===== src/rtl/adder56_accum_seq_pkg.sv =====
// Shared constants and types for the 56-bit operand-stream accumulator.
package adder56_accum_seq_pkg;

  localparam int ACC_W = 56;
  localparam int OP_W  = 15;
  localparam int CNT_W = 8;

  localparam logic [1:0] ST_IDLE  = 2'd0;
  localparam logic [1:0] ST_ACCUM = 2'd1;
  localparam logic [1:0] ST_DONE  = 2'd2;

  typedef enum logic [1:0] {
    IDLE  = ST_IDLE,
    ACCUM = ST_ACCUM,
    DONE  = ST_DONE
  } state_t;

  typedef struct packed {
    logic [ACC_W-1:0] data;
    logic             ovf;
  } result_t;

endpackage


===== src/rtl/adder56_accum_dp.sv =====
// Accumulator/overflow registers around one zero-extending ACC_W + OP_W adder.
// ADDER56_ACCUM_SATURATE_EN selects saturation instead of modulo wrap.
module adder56_accum_dp
  import adder56_accum_seq_pkg::*;
(
  input  logic             clk,
  input  logic             rst,
  input  logic             load,
  input  logic             add_en,
  input  logic [ACC_W-1:0] init,
  input  logic [OP_W-1:0]  op,
  output logic [ACC_W-1:0] acc,
  output logic             ovf
);

  logic [ACC_W:0] sum;

  assign sum = {1'b0, acc} + {{(ACC_W+1-OP_W){1'b0}}, op};

  always_ff @(posedge clk or posedge rst) begin
    if (rst) begin
      acc <= '0;
      ovf <= 1'b0;
    end else if (load) begin
      acc <= init;
      ovf <= 1'b0;
    end else if (add_en) begin
`ifdef ADDER56_ACCUM_SATURATE_EN
      // once saturated, stay pinned at all-ones for the rest of the job
      if (sum[ACC_W] || ovf) begin
        acc <= '1;
        ovf <= 1'b1;
      end else begin
        acc <= sum[ACC_W-1:0];
      end
`else
      acc <= sum[ACC_W-1:0];
      ovf <= ovf | sum[ACC_W];
`endif
    end
  end

endmodule


===== src/rtl/adder56_accum_seq.sv =====
// Sequencer: loads an initial value, accumulates N 15-bit operands, holds the result.
// Build option ADDER56_ACCUM_SATURATE_EN (in adder56_accum_dp) saturates instead of wrapping.
//
// state | meaning
// IDLE  | waiting for start; captures init_val/count on start
// ACCUM | op_ready high; one operand per transfer, remaining counts down
// DONE  | res_valid high until res_ready
module adder56_accum_seq
  import adder56_accum_seq_pkg::*;
(
  input  logic             clk,
  input  logic             rst,
  input  logic             start,
  input  logic [ACC_W-1:0] init_val,
  input  logic [CNT_W-1:0] count,
  input  logic             op_valid,
  input  logic [OP_W-1:0]  op_data,
  output logic             op_ready,
  output logic             res_valid,
  output logic [ACC_W-1:0] res_data,
  output logic             res_ovf,
  input  logic             res_ready,
  output logic             busy
);

  localparam logic [CNT_W-1:0] CNT_ONE = {{(CNT_W-1){1'b0}}, 1'b1};

  state_t           state;
  logic [CNT_W-1:0] remaining;
  logic             load;
  logic             xfer;
  logic [ACC_W-1:0] acc;
  logic             ovf;
  result_t          res;

  assign op_ready  = (state == ACCUM);
  assign res_valid = (state == DONE);
  assign busy      = (state != IDLE);
  assign load      = (state == IDLE) && start;
  assign xfer      = op_valid && op_ready;

  always_ff @(posedge clk or posedge rst) begin
    if (rst) begin
      state     <= IDLE;
      remaining <= '0;
    end else begin
      case (state)
        IDLE: begin
          if (start) begin
            remaining <= count;
            state     <= (count == '0) ? DONE : ACCUM;
          end
        end
        ACCUM: begin
          if (xfer) begin
            remaining <= remaining - CNT_ONE;
            if (remaining == CNT_ONE) state <= DONE;
          end
        end
        DONE: begin
          if (res_ready) state <= IDLE;
        end
        default: state <= IDLE;
      endcase
    end
  end

  adder56_accum_dp u_dp (
    .clk    (clk),
    .rst    (rst),
    .load   (load),
    .add_en (xfer),
    .init   (init_val),
    .op     (op_data),
    .acc    (acc),
    .ovf    (ovf)
  );

  // acc only moves on load/add, so res_data naturally holds outside DONE
  assign res.data = acc;
  assign res.ovf  = ovf && res_valid;
  assign res_data = res.data;
  assign res_ovf  = res.ovf;

endmodule


===== config.mk =====
export PLATFORM = sky130hd
export DESIGN_NAME = adder56_accum_seq
export DESIGN_NICKNAME = d
export VERILOG_FILES = /design/src/rtl/adder56_accum_seq_pkg.sv /design/src/rtl/adder56_accum_dp.sv /design/src/rtl/adder56_accum_seq.sv
export SDC_FILE = /design/constraint.sdc
export NUM_CORES = 1
export LEC_CHECK = 0
export BUFFER_PORTS_ARGS = -buffer_cell sky130_fd_sc_hd__buf_4
export CORE_UTILIZATION = 30
export DETAILED_ROUTE_END_ITERATION = 7
export PLACE_DENSITY = 0.52
export SKIP_LAST_GASP = 1
export SYNTH_ARGS = -nofsm -noshare
export SYNTH_HDL_FRONTEND = slang
export SYNTH_HIERARCHICAL = 1
export SYNTH_SLANG_ARGS = --single-unit

===== constraint.sdc =====
create_clock -name clk -period 3.3 [get_ports clk]
set_clock_uncertainty 0.2 [all_clocks]
set_input_delay 0.66 -clock clk [delete_from_list [all_inputs] [get_ports clk]]
set_output_delay 0.66 -clock clk [all_outputs]
set_load 0.01 [all_outputs]

### After elaboration in Yosys (flattened, before gate mapping)

Index checks and enable logic that the tools add are counted.

| storage, ports and cells | value |
|---|---|
| input bits | 84 |
| ROM bits | 0 |
| bits in writable memories | 0 |
| memories kept | 0 |
| bits in latches | 0 |
| output and inout bits | 60 |
| register bits after elaboration | 67 |
| logic and storage cells | 37 |

| cells by class | value |
|---|---|
| $mul | 0 |
| equality and inequality tests | 7 |
| reduce and logical (&&, ||, !) cells | 10 |
| div/mod/pow operators | 0 |
| shift operators | 0 |
| bitwise logic cells | 1 |
| order comparisons | 0 |
| add/subtract/negate cells | 2 |
| muxes and demuxes | 13 |

Operator list:

| operator | count |
|---|---|
| $mux 56 | 2 |
| $add 56x15->57 | 1 |
| $mux 8 | 2 |
| $pmux 8 s2 | 1 |
| $mux 2 | 5 |
| $eq 8x1->1 const B | 1 |
| $logic_not 8->1 | 1 |
| $sub 8x1->8 const B | 1 |
| $ne 2x1->1 const B | 3 |
| $pmux 2 s3 | 1 |
| $reduce_bool 2->1 | 3 |
| $reduce_and 4->1 | 1 |
| $logic_and 1x1->1 | 3 |
| $reduce_and 3->1 | 1 |
| $eq 2x1->1 const B | 1 |
| $eq 2x2->1 const B | 1 |
| $logic_not 2->1 | 1 |
| $mux 1 | 2 |
| $ne 2x2->1 const B | 1 |
| $or 1x1->1 | 1 |

### Logic depth before layout (Yosys ltp)

Gate-level depths: netlist of the first run.

| depth | value |
|---|---|
| depth in word-level cells | 4 |
| gate-level depth with buffers | 10 |
| mapped depth without buffers | 9 |

### Modules after synthesis

The synthesis of the first run kept the hierarchy.

Modules (own cells, without submodules):

| module | cells an instance | area each (um2) | sequential area each (um2) | instances |
|---|---|---|---|---|
| adder56_accum_dp | 455 | 4129.0 | 1426.4 | 1 |
| adder56_accum_seq | 83 | 681.9 | 250.2 | 1 |

### Worst setup path after synthesis of the first run

No wires, ideal clock.

| timing path | value |
|---|---|
| path kind | input to register |
| start point | input op_data[9] |
| end point | register u_dp.acc[51] |
| library setup time | 0.125 ns |
| buffers on the path | 1 |
| setup slack | 0.380 ns |
| arrival time | 2.595 ns |
| data required time | 2.975 ns |
| stages | 9 |
| cell sequence | ha_1 -> a21oi_1 -> nand2_1 -> a221o_1 -> o2111ai_2 -> buf_6 -> a211oi_2 -> xor2_1 -> mux2_2 |

| between the ends | value |
|---|---|
| longest elaborated chain between the ends | 3 |

Ends and longest elaborated chain:

| item | line | RTL |
|---|---|---|
| from (decl) | adder56_accum_seq.sv:17 | `input logic [OP_W-1:0] op_data,` |
| $add 56x15->57 | adder56_accum_dp.sv:18 | `assign sum = {1'b0, acc} + {{(ACC_W+1-OP_W){1'b0}}, op};` |
| $mux 56 | adder56_accum_dp.sv:27 | `end else if (add_en) begin` |
| $mux 56 | adder56_accum_dp.sv:24 | `end else if (load) begin` |
| to (signal assigned) | adder56_accum_dp.sv:25 | `acc <= init;` |
| to (signal assigned) | adder56_accum_dp.sv:37 | `acc <= sum[ACC_W-1:0];` |
| to (decl) | adder56_accum_dp.sv:12 | `output logic [ACC_W-1:0] acc,` |

Every way passes these cells. The select of a mux whose other input is x is not followed.
A chain may end at the register's enable or synchronous reset.

### Worst setup path after layout of the first run

| timing path | value |
|---|---|
| start point | input op_data[0] |
| end point | register u_dp.acc[30] |

Same word-level chain as after synthesis.

==> summary.txt, run 1 <==
CTS
  – Max Buffers Root-to-Sink: 2
  – Skew-Pair Late Insertion Delay: 350 ps
  – Post-CTS sizing: 0
  – Clock sink total: 67
  – CTS Buf Count: 9
  – Postcts setup bufs: 0
  – CTS tree: yes
  – Hold_buf cts: 0
  – CTS root buf: clkbuf_16
  – CTS clock-pin slew for the worst setup and hold paths: 60 ps
  – H-tree depth: 3

Job
  – Max cap viols: 0

STA
  – Fin crit period: 2895 ps
  – Setup total negative slack: 0 ps
  – Final setup viols: 0
  – Final Cycle Share: 0.8774
  – Least-Margin Pin Slew: 1032 ps
  – Endpoints failing hold: 0
  – Peak Freq: 0.3454 GHz
  – Slew margin rel.: 0.3108
  – RSZ-0062 raised after global routing: false
  – Final-report max-slew violation count: 0

Synthesis
  – Area leader, netlist: dfrtp_1
  – Top-count cell post-synth: nand2_1
  – Cells after synthesis: 538
  – Post-synth cell types: 69
  – Top-area cell type share of the netlist area: 0.3485
  – Synth top area cells: dfrtp_1 (35%), xnor2_1 (6.7%), nand2_1 (5.8%)
  – Seq/Total Area, Yosys: 0.3485
  – Synthesized area: 4811 sq um
  – Post-synthesis average cell area: 8.942 sq um
  – Main synth FF type: dfrtp_1
  – Most frequent cells after synthesis: nand2_1 (74), dfrtp_1 (67), o21ai_0 (46)
  – Ys async rst share: 1.000
  – Synth warn: 6
  – Flops & latches, synth: 67
  – Syn_nets: 640
  – Post-synth EDFFs: 0

Global route
  – Grt total ovfl: 0
  – First-pass GRT wire length: 23.32 mm
  – Largest net degree at the start of global routing: 92
  – GRT Util Overall: 0.1815
  – Number of global-route vias before repair: 4,556
  – Antenna violations before repair: 0

Route
  – Detailed Routing Iterations Pass 1: 4
  – DRT Wirelength: 14.60 mm
  – Routed WL per cell: 16.19 um
  – DRT iter0 DRCs: 183
  – Detail Route Antenna Nets: 0
  – Vias per cell: 5.125
  – Residual DRC: 0
  – Detailed-route via count: 4,623

Power
  – Static leakage: 0.002790 uW
  – VDD IR max: 0.3416 mV
  – PwrDens: 876.3 nW/um^2

Floorplan
  – I/O Pins: 144
  – DIE WIDTH: 128.6 um
  – Core Region: 15,430 sq um
  – Starting Density: 0.3118
  – Die Ht: 128.6 um
  – Die area: 16,550 sq um
  – Row count: 45

Hold path
  – Hold Crit Class: in2async

Layout
  – # nets final: 788
  – Share of cells above drive strength 1: 0.3111
  – Design area: 6546 sq um
  – Syn-to-layout area delta: 36.07%
  – Ant diodes: 0

Outcome
  – Status: finished, final reports clean

Worst setup path
  – Crit path launch type: input pin
  – Arrival @ worst endpoint: 2930 ps
  – Critical Path Fanout Max: 18
  – Worst EP required: 3330 ps
  – Crit end category: flip-flop
  – CP Class: in2reg

Place
  – Detailed placer's ending HPWL: 10.89 mm
  – Buffers added on ports: 143
  – Placer congestion estimate: 0.8233
  – Post-placement cell area: 6220 sq um
==> per-stage QoR <==
stage	hold slack (ps)	std cells	setup slack [ps]	power, uW	util
5_1_grt	154.7	902	298.4	6168	0.4243
3_5_place_dp	305.4	886	65.64	4668	0.4032
3_3_place_gp	300.0	886	88.53	4623	0.4032
2_1_floorplan	255.7	538	380.5	3439	-
4_1_cts	119.5	902	416.7	5786	0.4243
6_report	120.2	902	404.6	5736	0.4243
==> metal layers <==
| layer | wire length, um | vias up | GRT usage |
|---|---|---|---|
| met5 | 0 | - | 0 |
| met4 | 294 | 0 | 0.07889 |
| met3 | 714 | 20 | 0.03202 |
| met2 | 6541 | 135 | 0.2741 |
| met1 | 7049 | 2214 | 0.2536 |
| li1 | - | 2254 | - |
==> final timing paths <==
kind / start / end / slack, ps / depth (start not counted)
hold reg to reg: remaining[6] / remaining[6] / 320 / 1
hold / removal: rst / remaining[7] / 120 / 2
setup reg to reg: u_dp/acc[0] / u_dp/acc[30] / 430 / 10
setup / recovery: op_data[0] / u_dp/acc[30] / 400 / 11
min in group clk: init_val[45] / u_dp/acc[45] / 320 / 3
max in group asynchronous: rst / u_dp/acc[18] / 1790 / 3
==> layout make-up <==
cell class,instances,area [sq um]
repair buffers,162,1266
clock buffers,11,242.7
well taps,211,264.0
inverters,11,41.29
multi-input cells,435,2972
fillers,1566,8881
clock inverters,5,83.83
flip-flops and latches,67,1677
==> cell families after synthesis <==
| logic type | Yosys count | synth area share |
|---|---|---|
| AOI/OAI and AO/OA | 147 | 0.2133 |
| DFF | 67 | 0.3485 |
| muxes | 18 | 0.03901 |
| buffers and inverters | 36 | 0.03459 |
| adders and majority gates | 18 | 0.04837 |
| and+or+nand+nor | 203 | 0.2271 |
| xor gates and xnor gates | 49 | 0.08921 |
==> layout by cell type (no fill, tap or decap), types with 12 or more instances in the layout <==
master and n:
buf_4 158, nand2_1 74, dfrtp_1 67, o21ai_0 46
xnor2_1 37, nor2_1 30, a21oi_1 27, nand3_1 21
ha_1 17, nand4_1 13, mux2i_1 12, xor2_1 12
==> flip-flops by register name (all words and copies together), names as in the netlist <==
register and flops:
remaining 8, state 2, u_dp/acc 56, u_dp/ovf 1
==> worst max-delay path, cell delays in order <==
cell	delay [ps]
buf_4	110
ha_1	210
fa_1	440
a211oi_1	280
o21a_2	250
a2111oi_4	90
nor2_2	180
buf_12	180
nor4_1	80
xor2_1	150
mux2_2	280
==> report_power, final <==
part	internal, uW	switching (uW)	total, uW
clock network	685	400	1090
logic	1440	1480	2910
registers	1220	520	1740
total	3340	2400	5740
Note: power is estimated with default switching activity, not from simulation.
==> run 2, diff against run 1 <==
Settings changed: PLACE_DENSITY 0.52 to 0.54.
Clock period 3.3 ns to 2.4 ns, I/O delays scaled along.
==> summary.txt, run 2 (same netlist as run 1, synthesis figures left out) <==
Floorplan
  – Die Ht: 128.6 um (unchanged)
  – DIE WIDTH: 128.6 um (unchanged)
  – Die area: 16,550 sq um (unchanged)
  – Row count: 45 (unchanged)
  – Core Region: 15,430 sq um (unchanged)
  – Starting Density: 0.3118 (unchanged)
  – I/O Pins: 144 (unchanged)

Worst setup path
  – Worst reg2reg setup slack: -170 ps (-600 ps)
  – RR Startpoint: u_dp/acc[8]
  – Worst Setup EP: u_dp/acc[51]
  – RR Endpoint: u_dp/acc[51]
  – Critical Path Start: u_dp/acc[8]
  – Crit path launch type: flip-flop
  – Arrival @ worst endpoint: 2590 ps (-340 ps)
  – Critical Path Fanout Max: 21 (+3)
  – Worst EP required: 2420 ps (-910 ps)
  – Crit end category: flip-flop
  – R2R cell count: 10 (unchanged)
  – CP Class: reg2reg

STA
  – Fin crit period: 2571 ps
  – Final setup viols: 38 (+38)
  – RSZ-0062 raised after global routing: true
  – Final Cycle Share: 1.071
  – Slew margin rel.: 0.6207 (+0.3099)
  – Peak Freq: 0.3890 GHz
  – Least-Margin Pin Slew: 569.0 ps (-463.3 ps)
  – Endpoints failing hold: 0 (unchanged)
  – Setup total negative slack: -2661 ps (-2661 ps)
  – Final-report max-slew violation count: 0 (unchanged)
  – Setup WS post-layout: -170.8 ps (-575.4 ps)

Global route
  – Antenna violations before repair: 0 (unchanged)
  – GRT Util Overall: 0.1988 (+0.01724)
  – Number of global-route vias before repair: 5,043 (+11%)
  – First-pass GRT wire length: 25.76 mm (+10%)
  – Grt total ovfl: 0 (unchanged)
  – Largest net degree at the start of global routing: 92 (unchanged)

Route
  – Detailed-route via count: 4,963 (+7.4%)
  – Detail Route Antenna Nets: 0 (unchanged)
  – DRT Wirelength: 15.98 mm (+9.5%)
  – Residual DRC: 0 (unchanged)
  – Vias per cell: 4.993 (-2.6%)
  – DRT iter0 DRCs: 248 (+36%)
  – Routed WL per cell: 16.08 um (-0.68%)
  – Detailed Routing Iterations Pass 1: 5 (+1)

Layout
  – Share of cells above drive strength 1: 0.4534 (+0.1422)
  – Design area: 7617 sq um (+16%)
  – Ant diodes: 0 (unchanged)
  – # nets final: 880 (+12%)
  – Top flop regs: u_dp/acc: 56 flops, remaining: 8 flops, state: 2 flops
  – Most frequent cells in the layout: buf_4 (243), nand2_1 (74), dfrtp_1 (66)
  – Final core utilization: 0.4938 (+0.06942)
  – Biggest register: u_dp/acc
  – Post-Layout Cell Count: 994 (+10%)
  – Max FFs per register: 56 (unchanged)
  – Commonest non-fill, non-tap cell in the layout: buf_4
  – Syn-to-layout area delta: 58.34%

CTS
  – Max Buffers Root-to-Sink: 2 (unchanged)
  – Clock sink total: 67 (unchanged)
  – Skew-Pair Late Insertion Delay: 340 ps (about the same)
  – CTS tree: yes
  – CTS clock-pin slew for the worst setup and hold paths: 60 ps (about the same)
  – CTS Buf Count: 9 (unchanged)
  – CTS root buf: clkbuf_16
  – H-tree depth: 3 (unchanged)

Hold path
  – Hold Crit Class: in2reg
  – Hold wc startpoint: init_val[25]

Place
  – Post-placement cell area: 7048 sq um (+13%)
  – Placer congestion estimate: 0.8501 (+3.3%)
  – Placed insts: 968 (+9.3%)
  – Buffers added on ports: 143 (unchanged)
  – Detailed placer's ending HPWL: 11.98 mm (+10%)

Power
  – Sw frac: 0.4004 (-0.01783)
  – Sequential power share: 0.241 (-0.062)
  – VDD IR max: 0.4057 mV (+19%)
  – Switching Power: 3675 uW (+53%)
  – Clock Power Share: 0.157 (-0.032)
  – Int Power: 5504 uW (+65%)
  – Static leakage: 0.003304 uW (+18%)
  – Comb pwr share: 0.602 (+0.094)
  – PwrDens: 1205 nW/um^2 (+38%)

Job
  – Max cap viols: 0 (unchanged)

Outcome
  – Status: finished, violations left
  – Failing checks: setup timing
run 2: layout make-up:
cell class,count,area [sq um]
fill,1547,7810
multi-input combinational,435,3333
timing repair buffer,254,1982
sequential,67,1678
tap,211,264.0
clock buffer,10,229.0
clock inverter,6,90.09
inverter,11,41.29
run 2: what timing repair did:
action	CTS	global route
endpoints found under the hold margin	10	0
pin swaps	9	14
endpoints found under the setup margin	39	47
gates resized for setup	19	24
cloned	0	0
setup buffers	7	3
hold buffers	1	0
run 2: worst min path at each step:
stage                   end  cells past startpoint
6_report       u_dp/acc[25]                      3
5_1_grt        u_dp/acc[39]                      3
4_1_cts        u_dp/acc[39]                      3
3_5_place_dp   remaining[6]                      1
3_3_place_gp   remaining[6]                      1
2_1_floorplan  remaining[0]                      1
run 2: stage by stage:
| step | hold WS [ps] | total power (uW) | setup slack, ps |
|---|---|---|---|
| 4_1_cts | 132.4 | 9107 | -164.0 |
| 6_report | 146.2 | 9179 | -170.8 |
| 3_3_place_gp | 299.5 | 7368 | -354.2 |
| 3_5_place_dp | 300.7 | 7477 | -412.0 |
| 5_1_grt | 148.9 | 9870 | -254.4 |
| 2_1_floorplan | 120.2 | 4960 | -203.5 |
run 2: worst max-delay path, cell delays in order, from the launching register on:
cell       delay [ps]
dfrtp_2           420
ha_4              240
buf_4             150
nand3_1            80
nand2_1            50
a221o_1           320
o2111ai_2         230
buf_12            230
a211oi_2          100
xor2_1            160
mux2_4            260
run 2: routing by layer:
metal / global-route usage / up-vias / share of wire
met2: 0.3278 / 114 / 0.48
li1: - / 2444 / -
met1: 0.2623 / 2386 / 0.47
met3: 0.03659 / 19 / 0.035
met5: 0 / - / 0
met4: 0.06436 / 0 / 0.019
run 2: power by group through the flow:
stage	combinational [uW]	sequential [uW]	clock [uW]
after detailed placement	5250	2220	0
after global placement	5160	2210	0
after global routing	6050	2290	1530
after CTS	5410	2210	1480
after floorplan	2480	2480	0
final	5530	2210	1440
==> run 3, diff against run 2 <==
Settings changed: GPL_TIMING_DRIVEN set to 0.
==> summary.txt, run 3 (same netlist as run 1, synthesis figures left out) <==
Place
  – Buffers added on ports: 143 (unchanged)
  – Detailed placer's ending HPWL: 12.19 mm (+1.8%)
  – Worst slack at placement: -761.2 ps (-349.2 ps)
  – Placer congestion estimate: 0.8839 (+4.0%)

Route
  – Routed WL per cell: 17.98 um (+12%)
  – DRT iter0 DRCs: 279 (+13%)
  – Vias per cell: 5.208 (+4.3%)
  – DRT Wirelength: 17.06 mm (+6.8%)
  – Detailed-route via count: 4,942 (-0.42%)
  – Detail Route Antenna Nets: 0 (unchanged)
  – Residual DRC: 0 (unchanged)
  – Detailed Routing Iterations Pass 1: 4 (-1)

Worst setup path
  – Crit path launch type: flip-flop
  – Critical Path Fanout Max: 4 (-81%)
  – RR Endpoint: u_dp/acc[24]
  – Worst reg2reg setup slack: -300 ps (-130 ps)
  – Crit end category: flip-flop
  – CP max stage delay: 420 ps (about the same)
  – Crit-path leading delay family: compound AO/OA/AOI/OAI gates
  – CP max stage cell: dfrtp_1
  – Crit path depth: 11 (+1)
  – CP Class: reg2reg
  – CP bufs+invs: 3 (+1)
  – RR Startpoint: u_dp/acc[5]
  – Arrival @ worst endpoint: 2710 ps (+120 ps)
  – Worst EP required: 2410 ps (about the same)
  – Worst path cell trace: ha_4 -> buf_4 -> a21oi_1 -> o21a_2 -> a2111oi_4 -> nor2_4 -> buf_6 -> buf_12 -> nor4b_4 -> xnor2_1 -> o21ai_1
  – R2R cell count: 11 (+1)

CTS
  – H-tree depth: 3 (unchanged)
  – CTS root buf: clkbuf_16
  – CTS clock-pin slew for the worst setup and hold paths: 60 ps (about the same)
  – Clock sink total: 67 (unchanged)
  – CTS Buf Count: 9 (unchanged)
  – Skew-Pair Late Insertion Delay: 340 ps (about the same)
  – CTS tree: yes
  – Max Buffers Root-to-Sink: 2 (unchanged)

Power
  – Sw frac: 0.4246 (+0.02424)
  – Sequential power share: 0.277 (+0.036)
  – Static leakage: 0.003173 uW (-4.0%)
  – VDD IR max: 0.4260 mV (+5.0%)
  – Comb pwr share: 0.569 (-0.033)
  – Clock Power Share: 0.154 (-0.003)
  – PwrDens: 1168 nW/um^2 (-3.1%)
  – Int Power: 5079 uW (-7.7%)
  – Switching Power: 3748 uW (+2.0%)

Global route
  – Grt met1 use: 0.2811 (+0.01879)
  – Grt total ovfl: 0 (unchanged)
  – Grt peak-use layer: met2
  – Largest net degree at the start of global routing: 34 (-63%)
  – Antenna violations before repair: 0 (unchanged)
  – Grt met3 use: 0.02744 (-0.009148)
  – Met2 usage: 0.3393 (+0.01145)
  – Number of global-route vias before repair: 4,991 (-1.0%)
  – First-pass GRT wire length: 26.48 mm (+2.8%)
  – GRT Util Overall: 0.2093 (+0.01051)

Floorplan
  – Starting Density: 0.3118 (unchanged)
  – DIE WIDTH: 128.6 um (unchanged)
  – I/O Pins: 144 (unchanged)
  – Core Region: 15,430 sq um (unchanged)
  – Row count: 45 (unchanged)
  – Die Ht: 128.6 um (unchanged)
  – Die area: 16,550 sq um (unchanged)

STA
  – Final setup viols: 45 (+18%)
  – Final Cycle Share: 1.126 (+0.05483)
  – Endpoints failing hold: 0 (unchanged)
  – Peak Freq: 0.3700 GHz (-4.9%)
  – RSZ-0062 raised after global routing: true
  – Min Hold Slack: 148.4 ps (+2.201 ps)
  – Slew margin rel.: 0.5879 (-0.03279)
  – Setup WS post-layout: -302.4 ps (-131.6 ps)
  – Final-report max-slew violation count: 0 (unchanged)
  – Fin crit period: 2702 ps (+131.6 ps)
  – Least-Margin Pin Slew: 617.2 ps (+48.28 ps)

Hold path
  – Hold wc startpoint: init_val[26]
  – Hold Crit Class: in2reg
  – Hold Path End: u_dp/acc[26]
  – Hold path depth: 3 (unchanged)

Layout
  – Commonest non-fill, non-tap cell in the layout: buf_4
  – Most frequent cells in the layout: buf_4 (173), nand2_1 (73), dfrtp_1 (64)
  – Biggest register: u_dp/acc
  – # nets final: 836 (-5.0%)
  – Share of cells above drive strength 1: 0.4336 (-0.01978)
  – Syn-to-layout area delta: 57.06%
  – Max FFs per register: 56 (unchanged)
  – Top flop regs: u_dp/acc: 56 flops, remaining: 8 flops, state: 2 flops
  – Ant diodes: 0 (unchanged)

Job
  – Max cap viols: 0 (unchanged)

Outcome
  – Failing checks: setup timing
  – Status: finished, violations left
[run 3: changes by cell type in the layout (fill, tap and decap cells not counted), moves of 4 or more]
| cell | delta |
|---|---|
| buf_4 | -70 |
| o21ai_0 | -10 |
| clkbuf_1 | +9 |
| o21ai_1 | +9 |
| buf_6 | +6 |
| a211oi_2 | -5 |
| a211oi_4 | +5 |
| a21oi_4 | +5 |
| a21oi_2 | -4 |
[run 3: tightest hold or removal path, delay by kind of cell]
kind	cells	cell delay, ps
compound gates	1	60
buf+inv	1	70
simple gates	1	40
[run 3: timing repair]
| action | 4_1_cts | 5_1_grt |
|---|---|---|
| resized for setup | 84 | 41 |
| pin swaps | 36 | 53 |
| setup buffers | 27 | 18 |
| gates cloned | 4 | 0 |
| setup endpoints to repair | 57 | 49 |
| hold endpoints to repair | 10 | 0 |
| hold buffers | 1 | 0 |
[run 3: routing by layer]
layer | vias to the layer above | share of wire
li1 | 2352 | -
met1 | 2415 | 0.45
met2 | 148 | 0.48
met3 | 27 | 0.046
met4 | 0 | 0.026
met5 | - | 0
[run 3: area by class of cell]
cell class | instances | area, sq um
Multi-Input combinational cell | 436 | 3590
Sequential cell | 67 | 1680
Timing Repair Buffer | 188 | 1534
Buffer | 21 | 151.4
Clock buffer | 13 | 260.3
Tap cell | 211 | 264.0
Clock inverter | 2 | 35.03
Inverter | 11 | 41.29
Fill cell | 1497 | 7871
[run 3: worst max path at each step]
stage	from	endpoint	slack, ps
after floorplan	op_data[8]	u_dp/acc[51]	-200
after global placement	rst	u_dp/acc[8]	-930
after detailed placement	start	u_dp/acc[38]	-760
after CTS	u_dp/acc[0]	u_dp/acc[24]	-330
after global routing	u_dp/acc[5]	u_dp/acc[24]	-420
final	u_dp/acc[5]	u_dp/acc[24]	-300
[run 3: metrics by stage]
stage | util | std cells | power, uW | cell area [sq um] | TNS [ps]
2_1_floorplan | - | 538 | 4960 | 5035 | -3283
3_3_place_gp | 0.4131 | 892 | 6491 | 6372 | -70200
3_5_place_dp | 0.4144 | 893 | 6596 | 6392 | -29430
4_1_cts | 0.4731 | 934 | 8492 | 7298 | -9276
5_1_grt | 0.4898 | 949 | 9425 | 7556 | -13790
6_report | 0.4898 | 949 | 8827 | 7556 | -8743
[run 3: power groups by stage]
| stage | combinational, uW | sequential [uW] | clock (uW) |
|---|---|---|---|
| 6_report | 5030 | 2440 | 1360 |
| 5_1_grt | 5450 | 2540 | 1440 |
| 4_1_cts | 4690 | 2420 | 1390 |
| 3_5_place_dp | 4160 | 2440 | 0 |
| 3_3_place_gp | 4070 | 2420 | 0 |
| 2_1_floorplan | 2480 | 2480 | 0 |
